## config.mk

```make
export PLATFORM = sky130hd
export DESIGN_NAME = game_state_sequencer
export DESIGN_NICKNAME = d
export VERILOG_FILES = /design/src/rtl/game_pkg.sv /design/src/rtl/frame_tick_gen.sv /design/src/rtl/game_state_sequencer.sv
export SDC_FILE = /design/constraint.sdc
export NUM_CORES = 1
export LEC_CHECK = 0
export ABC_AREA = 0
export CORE_ASPECT_RATIO = 0.7
export CORE_UTILIZATION = 23
export CTS_BUF_LIST = sky130_fd_sc_hd__clkbuf_16
export CTS_CLUSTER_DIAMETER = 120
export CTS_CLUSTER_SIZE = 40
export DETAILED_ROUTE_END_ITERATION = 10
export PLACE_DENSITY_LB_ADDON = 0.05
export SYNTH_ARGS = -nofsm -noshare
export SYNTH_HDL_FRONTEND = slang
export SYNTH_SLANG_ARGS = --single-unit
```

## constraint.sdc

```tcl
create_clock -name clk_in -period 2 [get_ports clk_in]
set_clock_uncertainty 0.05 [all_clocks]
set_input_delay 0.4 -clock clk_in [delete_from_list [all_inputs] [get_ports clk_in]]
set_output_delay 0.4 -clock clk_in [all_outputs]
set_load 0.02 [all_outputs]
```

## src/rtl/game_pkg.sv

```systemverilog
// Shared game-flow types: the global game-state encoding used by the
// sequencer, the transition/evolve animation blocks, the pixel mux and
// the gameplay logic.
package game_pkg;

  // One-hot-ish encodings are fixed; downstream blocks decode these bits.
  typedef enum logic [2:0] {
    ST_OVERWORLD  = 3'b001,
    ST_TRANSITION = 3'b010,
    ST_BATTLE     = 3'b100,
    ST_EVOLVE     = 3'b011
  } game_state_t;

  localparam int HCOUNT_W = 11;
  localparam int VCOUNT_W = 10;

  // Animation states are the ones guarded by the frame watchdog.
  function automatic logic is_anim_state(game_state_t s);
    return (s == ST_TRANSITION) || (s == ST_EVOLVE);
  endfunction

endpackage

```

## src/rtl/frame_tick_gen.sv

```systemverilog
// Raster-origin edge detector: one registered pulse per frame, on the first
// cycle the raster counters sit at (0,0), however long they stay there.
module frame_tick_gen
  import game_pkg::*;
(
  input  logic                clk_in,
  input  logic                rst_n_in,
  input  logic [HCOUNT_W-1:0] hcount_in,
  input  logic [VCOUNT_W-1:0] vcount_in,
  output logic                frame_tick_out
);

  logic at_origin;
  logic at_origin_q;

  assign at_origin = (hcount_in == '0) && (vcount_in == '0);

  // Remember the previous origin match and emit a registered rising-edge pulse.
  // NOTE: sequential state uses non-blocking (<=) so every register samples
  // pre-edge values; blocking here would create order-dependent races.
  always_ff @(posedge clk_in or negedge rst_n_in) begin
    if (!rst_n_in) begin
      at_origin_q    <= 1'b0;
      frame_tick_out <= 1'b0;
    end else begin
      at_origin_q    <= at_origin;
      frame_tick_out <= at_origin && !at_origin_q;
    end
  end

endmodule

```

## src/rtl/game_state_sequencer.sv

```systemverilog
// Top-level game-flow controller: overworld -> transition -> battle
// (-> evolve) -> overworld, with start strobes for the animation blocks,
// frame-qualified done inputs and a per-state frame watchdog.
module game_state_sequencer
  import game_pkg::*;
#(
  parameter int unsigned TIMEOUT_FRAMES = 120,
  parameter int unsigned FRAME_CNT_W    = 8
) (
  input  logic                clk_in,
  input  logic                rst_n_in,
  input  logic [10:0]         hcount_in,
  input  logic [9:0]          vcount_in,
  input  logic                encounter_in,
  input  logic                battle_over_in,
  input  logic                evolve_req_in,
  input  logic                trans_done_in,
  input  logic                evo_done_in,
  output logic [2:0]          state_out,
  output logic                trans_start_out,
  output logic                evo_start_out,
  output logic                frame_tick_out,
  output logic                timeout_out
);

  localparam logic [FRAME_CNT_W-1:0] TIMEOUT_CNT = FRAME_CNT_W'(TIMEOUT_FRAMES);

  game_state_t            state_q, state_d;
  logic [FRAME_CNT_W-1:0] frame_cnt_q;
  logic                   evo_pending_q;
  logic                   frame_tick;
  logic                   wd_fire;
  logic                   state_change;
  logic                   cnt_started;
  logic                   cnt_expired;

  frame_tick_gen u_frame_tick_gen (
    .clk_in         (clk_in),
    .rst_n_in       (rst_n_in),
    .hcount_in      (hcount_in),
    .vcount_in      (vcount_in),
    .frame_tick_out (frame_tick)
  );

  assign frame_tick_out = frame_tick;
  assign state_out      = state_q;

  // A done is only trusted after one full frame in the state, which masks
  // sticky done levels left over from the previous animation run.
  assign cnt_started = (frame_cnt_q != '0);
  assign cnt_expired = (frame_cnt_q == TIMEOUT_CNT);

  // Next-state decode; a qualified done always beats the watchdog.
  // NOTE: every variable gets a default before the case so no path leaves
  // it unassigned, which would otherwise infer a latch.
  always_comb begin
    state_d = state_q;
    wd_fire = 1'b0;
    unique case (state_q)
      ST_OVERWORLD: begin
        if (encounter_in) state_d = ST_TRANSITION;
      end
      ST_TRANSITION: begin
        if (trans_done_in && cnt_started) begin
          state_d = ST_BATTLE;
        end else if (cnt_expired) begin
          state_d = ST_BATTLE;
          wd_fire = 1'b1;
        end
      end
      ST_BATTLE: begin
        if (battle_over_in)
          state_d = (evo_pending_q || evolve_req_in) ? ST_EVOLVE : ST_OVERWORLD;
      end
      ST_EVOLVE: begin
        if (evo_done_in && cnt_started) begin
          state_d = ST_OVERWORLD;
        end else if (cnt_expired) begin
          state_d = ST_OVERWORLD;
          wd_fire = 1'b1;
        end
      end
      default: state_d = ST_OVERWORLD;
    endcase
  end

  assign state_change = (state_d != state_q);

  // State register with start strobes registered alongside it, so they are
  // glitch-free decodes that drop on the same edge the done is accepted.
  always_ff @(posedge clk_in or negedge rst_n_in) begin
    if (!rst_n_in) begin
      state_q         <= ST_OVERWORLD;
      trans_start_out <= 1'b0;
      evo_start_out   <= 1'b0;
    end else begin
      state_q         <= state_d;
      trans_start_out <= (state_d == ST_TRANSITION);
      evo_start_out   <= (state_d == ST_EVOLVE);
    end
  end

  // Per-state frame counter: cleared on any state change, saturating.
  always_ff @(posedge clk_in or negedge rst_n_in) begin
    if (!rst_n_in) begin
      frame_cnt_q <= '0;
    end else if (state_change) begin
      frame_cnt_q <= '0;
    end else if (frame_tick && !(&frame_cnt_q)) begin
      frame_cnt_q <= frame_cnt_q + 1'b1;
    end
  end

  // Evolution owed: latched during battle, consumed when evolve ends.
  always_ff @(posedge clk_in or negedge rst_n_in) begin
    if (!rst_n_in) begin
      evo_pending_q <= 1'b0;
    end else if (state_q == ST_EVOLVE && state_change) begin
      evo_pending_q <= 1'b0;
    end else if (state_q == ST_BATTLE && evolve_req_in) begin
      evo_pending_q <= 1'b1;
    end
  end

  // Sticky watchdog flag: records that an animation state was force-exited.
  always_ff @(posedge clk_in or negedge rst_n_in) begin
    if (!rst_n_in) begin
      timeout_out <= 1'b0;
    end else if (wd_fire && is_anim_state(state_q)) begin
      timeout_out <= 1'b1;
    end
  end

endmodule

```

==> results.md, run 1 <==
* CP arrival at 1.98 ns
* First-pass GRT wire length at 4767 um
* Cell family with most CP delay: compound AO/OA/AOI/OAI gates
* Via-to-Cell Ratio at 4.733
* Clock latency at the later pin of the worst-skew pair at 0.24 ns
* Bufs on Longest Clock Path at 2
* Final Instance Area at 0.001647 sq mm
* Clock-pin slew on the worst setup and hold paths at 0.05 ns
* Post-synthesis cell count at 103
* Worst path slowest cell: or3b_4
* DR iter-0 viols at 45
* Max Freq at 528.9 MHz
* Vias in the first global route at 1,036
* DRT Wirelength at 2827 um
* Synth Warn # at 0
* Number of remaining DRC errors at 0
* H-tree levels at 1
* ANT nets after route at 0
* Post-Synth Simple-Gate Area at 0.2304
* Yosys top cell area share at 0.3800
* Via count at 975
* PostCTS Resize Cnt at 0
* Post-DR wirelength/cell at 13.72 um
* Worst relative slew slack at 0.7283
* Hold bufs inserted after CTS at 0
* DP Wirelength at 2351 um
* Number of top-level pins at 35
* Final worst-path cycle share at 0.9453
* Setup violators final at 0
* Setup TNS at 0 ns
* CTS tree: built
* Status: finished clean
* Die outline width at 82.89 um
* Synth Area in Compound Gates at 0.2435
* Number of flops mapped to enable cells by yosys at 0
* Rows at 20
* Crit Path Class: flip-flop to flip-flop
* Worst vdd ir at 505.0 uV
* CP required at 2.09 ns
* Total GRT Usage at 0.1274
* Area Overhead vs Synth at 56.29%
* Final net count at 182
* Total gr overflow at 0
* Final worst path period need at 1.891 ns
* Number of setup buffers added after CTS at 0
* Largest family of logic cells by synthesized area: compound AO/OA/AOI/OAI gates
* Die area at 0.004859 sq mm
* P_leak at 0.6437 nW
* Top-count cell post-synth: dfrtp_1
* Layout cells sized above 1 at 0.1854
* Most frequent cells after synthesis: dfrtp_1, inv_1, nor2_1, nor3_1
* Antenna Cells at 0
* # port buffers at 34
* Top cells by area, synth: dfrtp_1, a2111oi_4, nor3_1
* Setup crit end kind: flip-flop
* Largest net degree at the start of global routing at 12
* Kind of start point of the critical path: flip-flop
* Area after DPL at 0.001565 sq mm
* Cells after DPL at 202
* CTS Buf Count at 3
* Ys async rst share at 1.000
* Critical Path Fanout Max at 8
* Synth Area in Adders at 0.02375
* Chip height at 58.63 um
* Area leader, netlist: dfrtp_1
* Fin. Hold Viols at 0
* Cell Area, Synth at 0.001054 sq mm
* Power Dens Cells at 818.3 mW/mm^2
* Max-slew violation count at 0
* Max_cap viols at 0
* Actual slew at the worst max-slew pin at 0.4049 ns
* GPL Wtd Cong at 0.8222
* Drt pass-1 iters at 4
* Initial cell density of the core at 0.2406
* Initial antenna violation count at 0
* Clk root buf: clkbuf_16
* CP max stage delay at 0.42 ns
* Buffer and inverter count on the worst path at 2
* Yosys reg bits at 17
* Avg Cell Area, Syn at 10.23 sq um
* Top FF cell, synth: dfrtp_1
* Final design utilization at 0.3760
* Cell breakdown of the critical path: inv_1 > ha_1 > or3b_4 > o21ai_4 > a22oi_4 > buf_12 > a2111oi_4
* Placeable Area at 0.004379 sq mm
* Mux cell area share after synthesis at 0.02019
* Clk sinks at 17
* Seq/Total Area, Yosys at 0.4050
* RSZ-0062 raised after global routing: false
* Hold Path Class: flip-flop to flip-flop
* Post-synthesis cell type count at 42
* XOR/XNOR Fraction of Synth Area at 0.03325
* Synth Net Count at 133
* Non-Filler Instances at 206
## cells in the final DEF (no fill, tap or decap), types with 3 or more instances in the layout
cell type         n
clkbuf_16         3
xnor2_1           4
nor4_1            4
nor2_1            7
o21ai_0           4
nor3_1            7
nand3_1           3
a21oi_1           6
dfrtp_1          16
nand2_1           6
inv_1             8
nand4_1           3
buf_4            11
clkdlybuf4s50_1  33
## power breakdown
part           total [W]  internal (W)  switching, W
logic           0.000507      0.000271      0.000236
registers       0.000446      0.000393     0.0000538
clock network   0.000394      0.000265      0.000129
total            0.00135      0.000929      0.000418
## logic make-up (layout without fill, tap and decap cells)
| group | after synthesis | after routing |
|---|---|---|
| compound gates | 27 | 27 |
| xor+xnor | 4 | 4 |
| fa+ha+maj | 2 | 2 |
| buf+inv | 10 | 58 |
| flops | 17 | 17 |
| mux | 2 | 2 |
| simple gates | 41 | 41 |
## final cells by class
type                    instances  area (sq um)
inverters                       7         26.28
multi-input cells              76         580.6
well taps                      55         68.82
clock buffers                   3         75.07
clock inverters                 1         3.754
flip-flops and latches         17         426.7
repair buffers                 47         465.4
fillers                       421          2733
## final timing paths
| check | cells after the start | to | slack, ns | from |
|---|---|---|---|---|
| worst max-delay path | 7 | frame_cnt_q[3] | 0.11 | frame_cnt_q[0] |
| worst min-delay path | 1 | u_frame_tick_gen.frame_tick_out | 0.35 | u_frame_tick_gen.at_origin_q |
| worst max register to register | 7 | frame_cnt_q[3] | 0.11 | frame_cnt_q[0] |
| worst min register to register | 1 | u_frame_tick_gen.frame_tick_out | 0.35 | u_frame_tick_gen.at_origin_q |
| max in group asynchronous | 2 | frame_cnt_q[6] | 1.06 | rst_n_in |
| min in group asynchronous | 1 | u_frame_tick_gen.at_origin_q | 0.37 | rst_n_in |
## state kept, by name, summed over array words and instances, names as in the netlist
register	cells
trans_start_out	1
state_out	3
evo_pending_q	1
u_frame_tick_gen.at_origin_q	1
timeout_out	1
evo_start_out	1
u_frame_tick_gen.frame_tick_out	1
frame_cnt_q	8
## layer usage
metal / vias to the layer above / GRT usage / wire length (um)
li1: 483 / - / -
met1: 454 / 0.1648 / 1371
met2: 36 / 0.2108 / 1260
met3: 2 / 0.04067 / 180
met4: 0 / 0.02956 / 15
met5: - / 0 / 0
## per-stage QoR
stage	hold WS [ns]	worst slack, ns	total power, W
after detailed placement	0.3412	0.06142	0.0009636
after CTS	0.3482	0.03262	0.001368
after floorplan	0.05441	0.1618	0.0006918
after global routing	0.3640	0.01405	0.001418
final	0.3457	0.1094	0.001347
after global placement	0.3394	0.1169	0.0009634
Note: power is estimated with default switching activity, not from simulation.
==> inputs of run 2 (changes only) <==
- SLEW_MARGIN: not set -> 30
==> results of run 2 <==
Same layout as run 1: the final DEF is identical, and so are final timing and power.
==> inputs of run 3 (changes only) <==
- RECOVER_POWER: not set -> 25
==> results.md, run 3 (synthesis gave the netlist of run 1 again) <==
* Final Instance Area at 0.001643 sq mm
* CP max stage delay at 0.42 ns
* Area after DPL at 0.001565 sq mm
* DRT Wirelength at 2827 um
* Worst relative slew slack at 0.5634
* DR iter-0 viols at 45
* ANT nets after route at 0
* M1 GR Usage at 0.1648
* Peak-usage layer in the global routing report: met2
* Buffer and inverter count on the worst path at 2
* H-tree levels at 1
* Commonest cells after routing, fill and taps aside: clkdlybuf4s50_1, dfrtp_1, buf_4
* CP Capture Point: frame_cnt_q[3]
* Actual slew at the worst max-slew pin at 0.6549 ns
* Fin worst setup slack at 0.1094 ns
* Total gr overflow at 0
* Drt pass-1 iters at 4
* Initial cell density of the core at 0.2406
* CP required at 2.09 ns
* Initial antenna violation count at 0
* Antenna Cells at 0
* Total GRT Usage at 0.1274
* Fin Hold WS at 0.3457 ns
* Clk sinks at 17
* First-pass GRT wire length at 4767 um
* Vias in the first global route at 1,036
* Max-slew violation count at 0
* Final worst path period need at 1.891 ns
* Number of remaining DRC errors at 0
* CP arrival at 1.98 ns
* Bufs on Longest Clock Path at 2
* Final design utilization at 0.3751
* Setup crit end kind: flip-flop
* Power Dens Cells at 819.5 mW/mm^2
* Setup violators final at 0
* Max_cap viols at 0
* CTS Buf Count at 3
* Reg-to-Reg End: frame_cnt_q[3]
* P_leak at 0.6403 nW
* Worst vdd ir at 505.3 uV
* Status: finished clean
* Rows at 20
* Cell breakdown of the critical path: inv_1 > ha_1 > or3b_4 > o21ai_4 > a22oi_4 > buf_12 > a2111oi_4
* Met3 Usage GRT at 0.04067
* DP Wirelength at 2351 um
* Met2 GRT Util at 0.2108
* Fin. Hold Viols at 0
* Worst path slowest cell: or3b_4
* # port buffers at 34
* Area Overhead vs Synth at 55.94%
* Hold Path Class: flip-flop to flip-flop
* Setup TNS at 0 ns
* Number of top-level pins at 35
* Chip height at 58.63 um
* Critical Path Fanout Max at 8
* Layout cells sized above 1 at 0.1788
* Cells on worst reg2reg path at 7
* Worst setup path start: frame_cnt_q[0]
* Max Freq at 528.9 MHz
* Placeable Area at 0.004379 sq mm
* Clk root buf: clkbuf_16
* Clock latency at the later pin of the worst-skew pair at 0.24 ns
* Via count at 975
* Final worst-path cycle share at 0.9453
* Max FFs per register at 8
* GPL Wtd Cong at 0.8222
* Kind of start point of the critical path: flip-flop
* Die area at 0.004859 sq mm
* Crit Path Class: flip-flop to flip-flop
* Critical path depth at 7
* RSZ-0062 raised after global routing: false
* Cell family with most CP delay: compound AO/OA/AOI/OAI gates
* Commonest non-fill, non-tap cell in the layout: clkdlybuf4s50_1
* Reg2reg start: frame_cnt_q[0]
* Final net count at 182
* Dpl ws at 0.06142 ns
* CTS tree: built
* Post-DR wirelength/cell at 13.72 um
* R2R Setup Slk at 0.11 ns
* Via-to-Cell Ratio at 4.733
* Clock-pin slew on the worst setup and hold paths at 0.05 ns
* Die outline width at 82.89 um
* Largest net degree at the start of global routing at 12
* Biggest register: frame_cnt_q
## run 3: cell count changes in the layout (fill, tap and decap cells not counted), sizes merged
| cell | change |
|---|---|
| clkdlybuf4s50 | -1 |
| dlygate4sd3 | +1 |
| clkbuf | +1 |
| buf | -1 |
## run 3: worst register-to-register path: stages (launching register included)
cell	delay (ns)
dfrtp_1	0.40
inv_1	0.09
ha_1	0.14
or3b_4	0.42
o21ai_4	0.18
a22oi_4	0.10
buf_12	0.15
a2111oi_4	0.26
## run 3: how the worst min path moves through the flow
stage,start,to,slack [ns],depth (start not counted)
CTS,u_frame_tick_gen.at_origin_q,u_frame_tick_gen.frame_tick_out,0.35,1
finish,u_frame_tick_gen.at_origin_q,u_frame_tick_gen.frame_tick_out,0.35,1
floorplan,rst_n_in,evo_pending_q,0.05,0
global route,u_frame_tick_gen.at_origin_q,u_frame_tick_gen.frame_tick_out,0.36,1
global placement,u_frame_tick_gen.at_origin_q,u_frame_tick_gen.frame_tick_out,0.34,1
detailed placement,u_frame_tick_gen.at_origin_q,u_frame_tick_gen.frame_tick_out,0.34,1
## run 3: final cells by class
type	instances	area, sq um
repair buffers	47	461.7
clock buffers	3	75.07
multi-input cells	76	580.6
inverters	7	26.28
well taps	55	68.82
flip-flops and latches	17	426.7
clock inverters	1	3.754
fillers	423	2736
## run 3: layer usage
metal / part of all wire / vias to the layer above
met1: 0.48 / 454
met4: 0.0053 / 0
met2: 0.45 / 36
li1: - / 483
met5: 0 / -
met3: 0.064 / 2
## run 3: through the flow
| stage | cells | power (W) |
|---|---|---|
| 6_report | 206 | 0.001346 |
| 5_1_grt | 206 | 0.001417 |
| 4_1_cts | 206 | 0.001368 |
| 3_5_place_dp | 202 | 0.0009636 |
| 3_3_place_gp | 202 | 0.0009634 |
| 2_1_floorplan | 103 | 0.0006918 |
## run 3: where the power goes
group | switching, W | internal, W | total, W
logic | 0.000236 | 0.000270 | 0.000506
clock network | 0.000129 | 0.000265 | 0.000394
registers | 0.0000538 | 0.000393 | 0.000447
total | 0.000418 | 0.000928 | 0.00135
## run 3: timing repair
action,CTS,global route
hold buffers,0,0
resized for setup,0,1
setup buffers,0,0
setup endpoints to repair,0,4
